[config.mk]
export PLATFORM = sky130hd
export DESIGN_NAME = fifo_write_arbiter
export DESIGN_NICKNAME = d
export VERILOG_FILES = /design/src/rtl/fifo_write_arbiter.sv
export SDC_FILE = /design/constraint.sdc
export NUM_CORES = 1
export LEC_CHECK = 0
export BUFFER_PORTS_ARGS = -buffer_cell sky130_fd_sc_hd__buf_2
export CAP_MARGIN = 5
export CELL_PAD_IN_SITES_DETAIL_PLACEMENT = 1
export CELL_PAD_IN_SITES_GLOBAL_PLACEMENT = 1
export CORE_MARGIN = 8
export CORE_UTILIZATION = 37
export DETAILED_ROUTE_END_ITERATION = 8
export PLACE_DENSITY = 0.82
export SLEW_MARGIN = 20
export SYNTH_ARGS = -nofsm -noshare
export SYNTH_HDL_FRONTEND = slang
export SYNTH_SLANG_ARGS = --single-unit
[constraint.sdc]
create_clock -name clk_i -period 2.5 [get_ports clk_i]
set_clock_uncertainty 0.15 [all_clocks]
set_input_delay 0.25 -clock clk_i [delete_from_list [all_inputs] [get_ports clk_i]]
set_output_delay 0.25 -clock clk_i [all_outputs]
set_load 0.005 [all_outputs]
[src/rtl/fifo_write_arbiter.sv]
// Round-robin arbiter sharing one command-FIFO write port between NUM_REQ producers.
// Words are tagged with the winning channel; admission backs off as the FIFO fills.
module fifo_write_arbiter #(
  parameter  int NUM_REQ       = 4,
  parameter  int PAYLOAD_WIDTH = 6,
  parameter  int PRIO_CH       = 0,
  parameter  int STALL_CNT_W   = 16,
  localparam int TAG_WIDTH     = $clog2(NUM_REQ)
) (
  input  logic                               clk_i,
  input  logic                               reset_n_i,
  input  logic                               enable_i,
  input  logic [NUM_REQ-1:0]                 req_i,
  input  logic [NUM_REQ*PAYLOAD_WIDTH-1:0]   req_data_i,
  output logic [NUM_REQ-1:0]                 ack_o,
  input  logic                               fifo_full_i,
  input  logic                               fifo_almost_full_i,
  output logic                               fifo_wr_en_o,
  output logic [TAG_WIDTH+PAYLOAD_WIDTH-1:0] fifo_wr_data_o,
  output logic [1:0]                         state_o,
  output logic [STALL_CNT_W-1:0]             stall_cnt_o
);

  typedef enum logic [1:0] {
    ST_RUN      = 2'b00,
    ST_THROTTLE = 2'b01,
    ST_STALL    = 2'b10
  } state_e;

  localparam logic [NUM_REQ-1:0] PRIO_MASK = {{(NUM_REQ-1){1'b0}}, 1'b1} << PRIO_CH;

  state_e                             state_q, state_d;
  logic [NUM_REQ-1:0]                 ack_q, ack_d;
  logic                               wr_en_q, wr_en_d;
  logic [TAG_WIDTH+PAYLOAD_WIDTH-1:0] wr_data_q, wr_data_d;
  logic [TAG_WIDTH-1:0]               rr_q, rr_d;
  logic [STALL_CNT_W-1:0]             stall_cnt_q, stall_cnt_d;

  logic [NUM_REQ-1:0]       req_eff_s;
  logic [NUM_REQ-1:0]       elig_s;
  logic                     grant_vld_s;
  logic [TAG_WIDTH-1:0]     grant_idx_s;
  logic [TAG_WIDTH-1:0]     cand_s;
  logic [PAYLOAD_WIDTH-1:0] data_arr_s [NUM_REQ];

  for (genvar gi = 0; gi < NUM_REQ; gi++) begin : g_unpack
    assign data_arr_s[gi] = req_data_i[gi*PAYLOAD_WIDTH +: PAYLOAD_WIDTH];
  end

  // A write already in flight while almost full would land the FIFO at full, so stall on it too.
  always_comb begin
    req_eff_s = req_i & ~ack_q;
    if (fifo_full_i || (wr_en_q && fifo_almost_full_i)) begin
      state_d = ST_STALL;
    end else if (fifo_almost_full_i) begin
      state_d = ST_THROTTLE;
    end else begin
      state_d = ST_RUN;
    end
    elig_s = '0;
    if (enable_i) begin
      case (state_d)
        ST_RUN:      elig_s = req_eff_s;
        ST_THROTTLE: elig_s = req_eff_s & PRIO_MASK;
        default:     elig_s = '0;
      endcase
    end else begin
      elig_s = '0;
    end
  end

  // First eligible channel at or above the round-robin pointer, wrapping.
  always_comb begin
    grant_vld_s = 1'b0;
    grant_idx_s = '0;
    cand_s      = '0;
    for (int k = 0; k < NUM_REQ; k++) begin
      cand_s = TAG_WIDTH'((int'(rr_q) + k) % NUM_REQ);
      if (!grant_vld_s && elig_s[cand_s]) begin
        grant_vld_s = 1'b1;
        grant_idx_s = cand_s;
      end else begin
        grant_vld_s = grant_vld_s;
      end
    end
  end

  // Next values for the write strobe, tagged word, ack pulse, pointer and stall counter.
  always_comb begin
    ack_d       = '0;
    wr_en_d     = 1'b0;
    wr_data_d   = wr_data_q;
    rr_d        = rr_q;
    stall_cnt_d = stall_cnt_q;
    if (grant_vld_s) begin
      ack_d[grant_idx_s] = 1'b1;
      wr_en_d            = 1'b1;
      wr_data_d          = {grant_idx_s, data_arr_s[grant_idx_s]};
      rr_d               = (grant_idx_s == TAG_WIDTH'(NUM_REQ-1)) ? '0
                                                                  : grant_idx_s + TAG_WIDTH'(1);
    end else if ((req_i != '0) && (stall_cnt_q != {STALL_CNT_W{1'b1}})) begin
      stall_cnt_d = stall_cnt_q + STALL_CNT_W'(1);
    end else begin
      stall_cnt_d = stall_cnt_q;
    end
  end

  // State and output registers; reset abandons any write in progress.
  always_ff @(posedge clk_i or negedge reset_n_i) begin
    if (!reset_n_i) begin
      state_q     <= ST_RUN;
      ack_q       <= '0;
      wr_en_q     <= 1'b0;
      wr_data_q   <= '0;
      rr_q        <= '0;
      stall_cnt_q <= '0;
    end else begin
      state_q     <= state_d;
      ack_q       <= ack_d;
      wr_en_q     <= wr_en_d;
      wr_data_q   <= wr_data_d;
      rr_q        <= rr_d;
      stall_cnt_q <= stall_cnt_d;
    end
  end

  assign ack_o          = ack_q;
  assign fifo_wr_en_o   = wr_en_q;
  assign fifo_wr_data_o = wr_data_q;
  assign state_o        = state_q;
  assign stall_cnt_o    = stall_cnt_q;

endmodule

**Yosys cells after proc, flatten, opt, wreduce, memory -nomap -nowiden**

Cells that the tools add are included.

- Add/subtract/negate cells: 5
- $mul: 0
- Divide/modulo/power cells: 0
- Order comparisons: 7
- Equality and inequality tests: 3
- Shift-type cells: 0
- Mux-type cells: 28
- Bitwise operators: 4
- Reduce and logical (&&, ||, !) cells: 13

Operators with widths:

| operator | count |
|---|---|
| $add A16 B1 Y16 const B | 1 |
| $ne A16 B16 Y1 const B | 1 |
| $lt A2 B3 Y1 const B | 5 |
| $bmux W6 S2 | 1 |
| $mux W2 | 6 |
| $mux W6 | 2 |
| $mux W1 | 11 |
| $bmux W1 S2 | 4 |
| $mux W4 | 2 |
| $pmux W4 S2 | 1 |
| $logic_and A1 B1 Y1 | 6 |
| $add A2 B1 Y2 const B | 2 |
| $add A2 B2 Y2 const B | 2 |
| $and A4 B4 Y4 | 1 |
| $not A4 Y4 | 1 |
| $reduce_bool A4 Y1 | 1 |
| $ge A3 B3 Y1 const B | 1 |
| $logic_not A1 Y1 | 3 |
| $not A2 Y3 | 1 |
| $demux W1 S2 | 1 |
| $eq A2 B1 Y1 const B | 1 |
| $eq A2 B2 Y1 const B | 1 |
| $ge A2 B1 Y1 const B | 1 |
| $logic_not A2 Y1 | 1 |
| other kinds (3) | 3 |

- Bits in registers: 33
- Bits in latches: 0
- RAM bits: 0
- Memory bits (read-only): 0
- Bits of input ports: 33
- Output and inout bits: 31
- Logic and storage cells: 66
- Memories kept: 0

**Depth between registers and ports, before layout**

- Word-level depth: 23
- Mapped depth: 9
- Mapped depth without buffers: 7

**Worst setup path after synthesis**

Ideal clock, no wire load.

- Path kind: register to register
- From: register ack_q[3], in the netlist ack_o[3]
- To: register rr_q[1]
- Setup time: 131 ps
- Arrival time: 1,917 ps
- Required time: 2,219 ps
- Slack: 302 ps
- Cell stages (with the launch flop): 8
- Path buffers: 0
- Period minus slack after synthesis: 2,198 ps
- Cell sequence: dfrtp_1 nand2b_1 nand4_1 o311ai_0 nor3_1 ha_1 nand2_1 o21ai_0

- Word-level cells in the longest chain between the ends: 18
- Elaborated cells between the ends (all ways): 29
- Classes of those cells: add/sub: 1; eq/ne: 1; mux: 19; bitwise: 2; reduce/logical: 6

Ends and longest elaborated chain:

| what | RTL line | RTL |
|---|---|---|
| from (decl) | 33 | `logic [NUM_REQ-1:0] ack_q, ack_d;` |
| from (signal assigned) | 119 | `ack_q <= ack_d;` |
| $not A4 Y4 * | 52 | `req_eff_s = req_i & ~ack_q;` |
| $and A4 B4 Y4 * | 52 |  |
| $pmux W4 S2 * | 62 | `case (state_d)` |
| $mux W4 * | 61 | `if (enable_i) begin` |
| $bmux W1 S2 | 79 | `if (!grant_vld_s && elig_s[cand_s]) begin` |
| $mux W1 (not written as such) | 79 |  |
| $mux W1 | 79 |  |
| $logic_not A1 Y1 | 79 |  |
| [3 not listed] | - |  |
| $logic_and A1 B1 Y1 | 79 |  |
| $mux W1 | 79 |  |
| $logic_not A1 Y1 | 79 |  |
| $logic_and A1 B1 Y1 | 79 |  |
| $mux W2 * | 79 |  |
| via grant_idx_s[1] | 42 | `logic [TAG_WIDTH-1:0] grant_idx_s;` |
| $add A2 B1 Y2 / $eq A2 B2 Y1 (equally long branches) | 100, 99 |  |
| $mux W2 * | 99 | `rr_d = (grant_idx_s == TAG_WIDTH'(NUM_REQ-1)) ? '0` |
| to (signal assigned) | 122 | `rr_q <= rr_d;` |
| to (decl) | 36 | `logic [TAG_WIDTH-1:0] rr_q, rr_d;` |

The timed path passes the listed nets; every way through them passes the cells marked *. The select of a mux whose other input is x is not followed.
A chain may end at the register's enable or synchronous reset.

**Final worst setup path**

- From: register wr_en_q, in the netlist fifo_wr_en_o
- To: register wr_data_q[0], in the netlist fifo_wr_data_o[0]

- Word-level cells in the longest chain between the ends: 22
- Elaborated cells between the ends (all ways): 33
- Classes of those cells: eq/ne: 1; mux: 22; bitwise: 1; reduce/logical: 9

Ends and longest elaborated chain:

| what | RTL line | RTL |
|---|---|---|
| from (decl) | 34 | `logic wr_en_q, wr_en_d;` |
| from (signal assigned) | 120 | `wr_en_q <= wr_en_d;` |
| $logic_and A1 B1 Y1 * | 53 | `if (fifo_full_i \|\| (wr_en_q && fifo_almost_full_i)) begin` |
| $logic_or A1 B1 Y1 * | 53 |  |
| $mux W2 * | 53 |  |
| $eq A2 B1 Y1 / $logic_not A2 Y1 (equally long branches) | 62 |  |
| $pmux W4 S2 * | 62 |  |
| $mux W4 * | 61 |  |
| $bmux W1 S2 | 79 |  |
| $mux W1 (not written as such) | 79 |  |
| [5 not listed] | - |  |
| $logic_and A1 B1 Y1 | 79 |  |
| $mux W1 | 79 |  |
| $logic_not A1 Y1 | 79 |  |
| $logic_and A1 B1 Y1 | 79 |  |
| $mux W2 | 79 |  |
| $not A2 Y3 (not written as such) | 98 | `wr_data_d = {grant_idx_s, data_arr_s[grant_idx_s]};` |
| $bmux W6 S2 | 98 |  |
| $mux W6 (not written as such) (2 in a row) | 98 |  |
| to (signal assigned) | 121 | `wr_data_q <= wr_data_d;` |
| to (decl) | 35 | `logic [TAG_WIDTH+PAYLOAD_WIDTH-1:0] wr_data_q, wr_data_d;` |

Every way passes the cells marked *; elsewhere a longest branch is shown, timed or not. The select of a mux whose other input is x is not followed.

==> results.toml <==
[status]
outcome = "completed"

[place]
dp.cells = 280
numPortBuffers = 63
dp_hpwl_um = 3850
gp_congestion = 0.869

[critical_path]
path_class = "flip-flop to flip-flop"
r2r_start = "fifo_wr_en_o"
required_ns = 2.50
critical_path.max_fanout = 6
start_kind = "flip-flop"
crit_start = "fifo_wr_en_o"
r2r_cells = 5
end_kind = "flip-flop"
worstPathArrival_ns = 2.24

[yosys]
seq_area_frac_synth = 0.471
synth.most_common_cell = "dfrtp_1"
yosysUniqueCellTypes = 43
synthesis.instances = 162
synth_edf_count = 0
yosysTopAreaCell = "dfrtp_1"
ys_ff_latch = 33
synthTopCellsByCount = "dfrtp_1 (33), xnor2_1 (12), mux2i_1 (10), nor2_1 (10), nand2_1 (9)"
synth_area_leaders = "dfrtp_1 (47%), xnor2_1 (6.0%), mux2i_1 (5.7%), ha_1 (3.6%), and2_1 (2.9%)"
async_flop_share = 1.00
syn_nets = 200
yosysWarnings = 0
syn_area_per_cell_um2 = 10.8
synth_area_mm2 = 0.00175
synthFlopType = "dfrtp_1"
synth_top_area_frac = 0.471

[floorplan]
die_x_um = 84.8
dieArea_mm2 = 0.00720
die_h_um = 84.8
core_area_mm2 = 0.00466
io_pins = 64
start_util = 0.376
std_cell_rows = 25

[clocking]
clk_path_buf_depth = 2
root_buffer = "clkbuf_8"
cts_buffers = 5
clk_pin_slew_ns = 0.06
cts_tree = "done"
cts_htree_levels = 2
clock-sinks = 33
clock_latency_ns = 0.27

[finish]
drive_gt1_frac = 0.355
area_delta_synth_final_pct = 29.5
fin_nets = 272
stdcell_count = 288
final_core_util = 0.487
fillers = 543
num_antenna_cells = 0

[routing]
drt-initial-drc-count = 33
wl_per_cell_um = 16.7
wl_um = 4820
drt-pass1-iter-count = 4
routed-via-count = 1498
drcViolationCount = 0
viasPerCell = 5.20
ant_nets = 0

[power]
finalPower_mw = 1.59
ir_worst_vdd_mv = 0.277
cellPowerDensity_mw_per_mm2 = 703
power_leakage_nw = 1.16

[timing]
hold_ws_ns = 0.0217
post-route-min-period_ns = 2.24
tightest_slew_ns = 0.751
period_share = 0.898
slew_violations = 0
fmax_ghz = 0.445
rsz0062_at_grt = "false"
finalSetupViolCount = 0
hold_viol = 0
tns_ns = 0
maxSlewHeadroom = 0.499

[global_routing]
grt_pass1_vias = 1681
grt_antenna_before_repair = 0
grt_max_degree = 34
overflow = 0
grtUsageTotal = 0.139
grt_pass1_wl_um = 8280

[job]
max_cap_viol_count = 0

[min_path]
worstHoldStart = "fifo_full_i"
hold_depth = 2
min_path_type = "primary input to flip-flop"
[placed cells by master (no fill, tap or decap), drive strengths merged, types with 2 or more instances in the layout]
| cell type | Yosys | routed |
|---|---|---|
| mux2i | 10 | 10 |
| nand4b | 3 | 3 |
| clkbuf | 3 | 7 |
| mux2 | 3 | 3 |
| nand4 | 8 | 8 |
| o21ai | 2 | 2 |
| dfrtp | 33 | 33 |
| nor3b | 3 | 3 |
| nor3 | 2 | 2 |
| and2 | 8 | 8 |
| and3 | 4 | 4 |
| ha | 5 | 5 |
| nand2 | 9 | 9 |
| xor2 | 3 | 3 |
| nand2b | 3 | 3 |
| a21oi | 3 | 3 |
| nor2 | 10 | 10 |
| a221oi | 5 | 5 |
| xnor2 | 12 | 12 |
| nand3 | 8 | 8 |
| buf | 2 | 69 |
| inv | 6 | 6 |
[flip-flops by register name, summed over array words and instances (netlist names)]
| signal | cells |
|---|---|
| fifo_wr_en_o | 1 |
| state_o | 2 |
| stall_cnt_o | 16 |
| fifo_wr_data_o | 8 |
| ack_o | 4 |
| rr_q | 2 |
[stage by stage]
step,setup slack [ns],area [µm²]
2_1_floorplan,0.302,1750
3_3_place_gp,0.201,2160
3_5_place_dp,0.141,2160
4_1_cts,0.163,2250
5_1_grt,0.0588,2270
6_report,0.255,2270
[what timing repair did]
item                                    4_1_cts  5_1_grt
endpoints found under the setup margin        0        9
hold buffers                                  1        0
gates resized for setup                       0        2
buffers inserted                              0        0
endpoints found under the hold margin        33        0
[worst paths after layout]
kind	endpoint	slack (ns)
max in group asynchronous	stall_cnt_o[2]	1.28
min in group asynchronous	stall_cnt_o[12]	0.43
hold reg to reg	state_o[0]	0.32
setup / recovery	fifo_wr_data_o[0]	0.26
setup reg to reg	fifo_wr_data_o[0]	0.26
hold / removal	state_o[0]	0.02
[worst max-delay path: stages, from the launching register on]
cell	delay, ns
dfrtp_1	0.39
a21oi_1	0.33
nand3_1	0.20
a32oi_4	0.38
mux2_4	0.33
a221o_1	0.34
[kinds of logic (layout without fill, tap and decap cells)]
family | Yosys count | count (layout) | share of synthesized area
AO/OA/AOI/OAI | 18 | 18 | 0.0935
adder cells (fa/ha/maj) | 5 | 5 | 0.0357
buffers and inverters | 11 | 83 | 0.0264
flip-flops | 33 | 33 | 0.471
multiplexers | 13 | 13 | 0.0785
XOR/XNOR | 15 | 15 | 0.0749
AND/OR/NAND/NOR | 67 | 67 | 0.220
[final cells by class]
class | instances | area, µm² | share of cell area
Clock buffer | 7 | 86.3 | 0.0380
Tap cell | 54 | 67.6 | 0.0298
Timing Repair Buffer | 70 | 370 | 0.163
Sequential cell | 33 | 826 | 0.364
Inverter | 6 | 22.5 | 0.00992
Multi-Input combinational cell | 118 | 897 | 0.395
[report_power, final]
part | total [mW] | switching [mW] | internal (mW)
Clock | 0.393 | 0.175 | 0.218
Sequential | 0.755 | 0.109 | 0.646
Combinational | 0.447 | 0.220 | 0.226
Total | 1.59 | 0.504 | 1.09
[routing by layer]
layer	share of wire	GRT usage
met5	0	0
met4	0.011	0.0388
met3	0.067	0.0454
met2	0.50	0.238
met1	0.42	0.163
(Power assumes the default switching activity.)
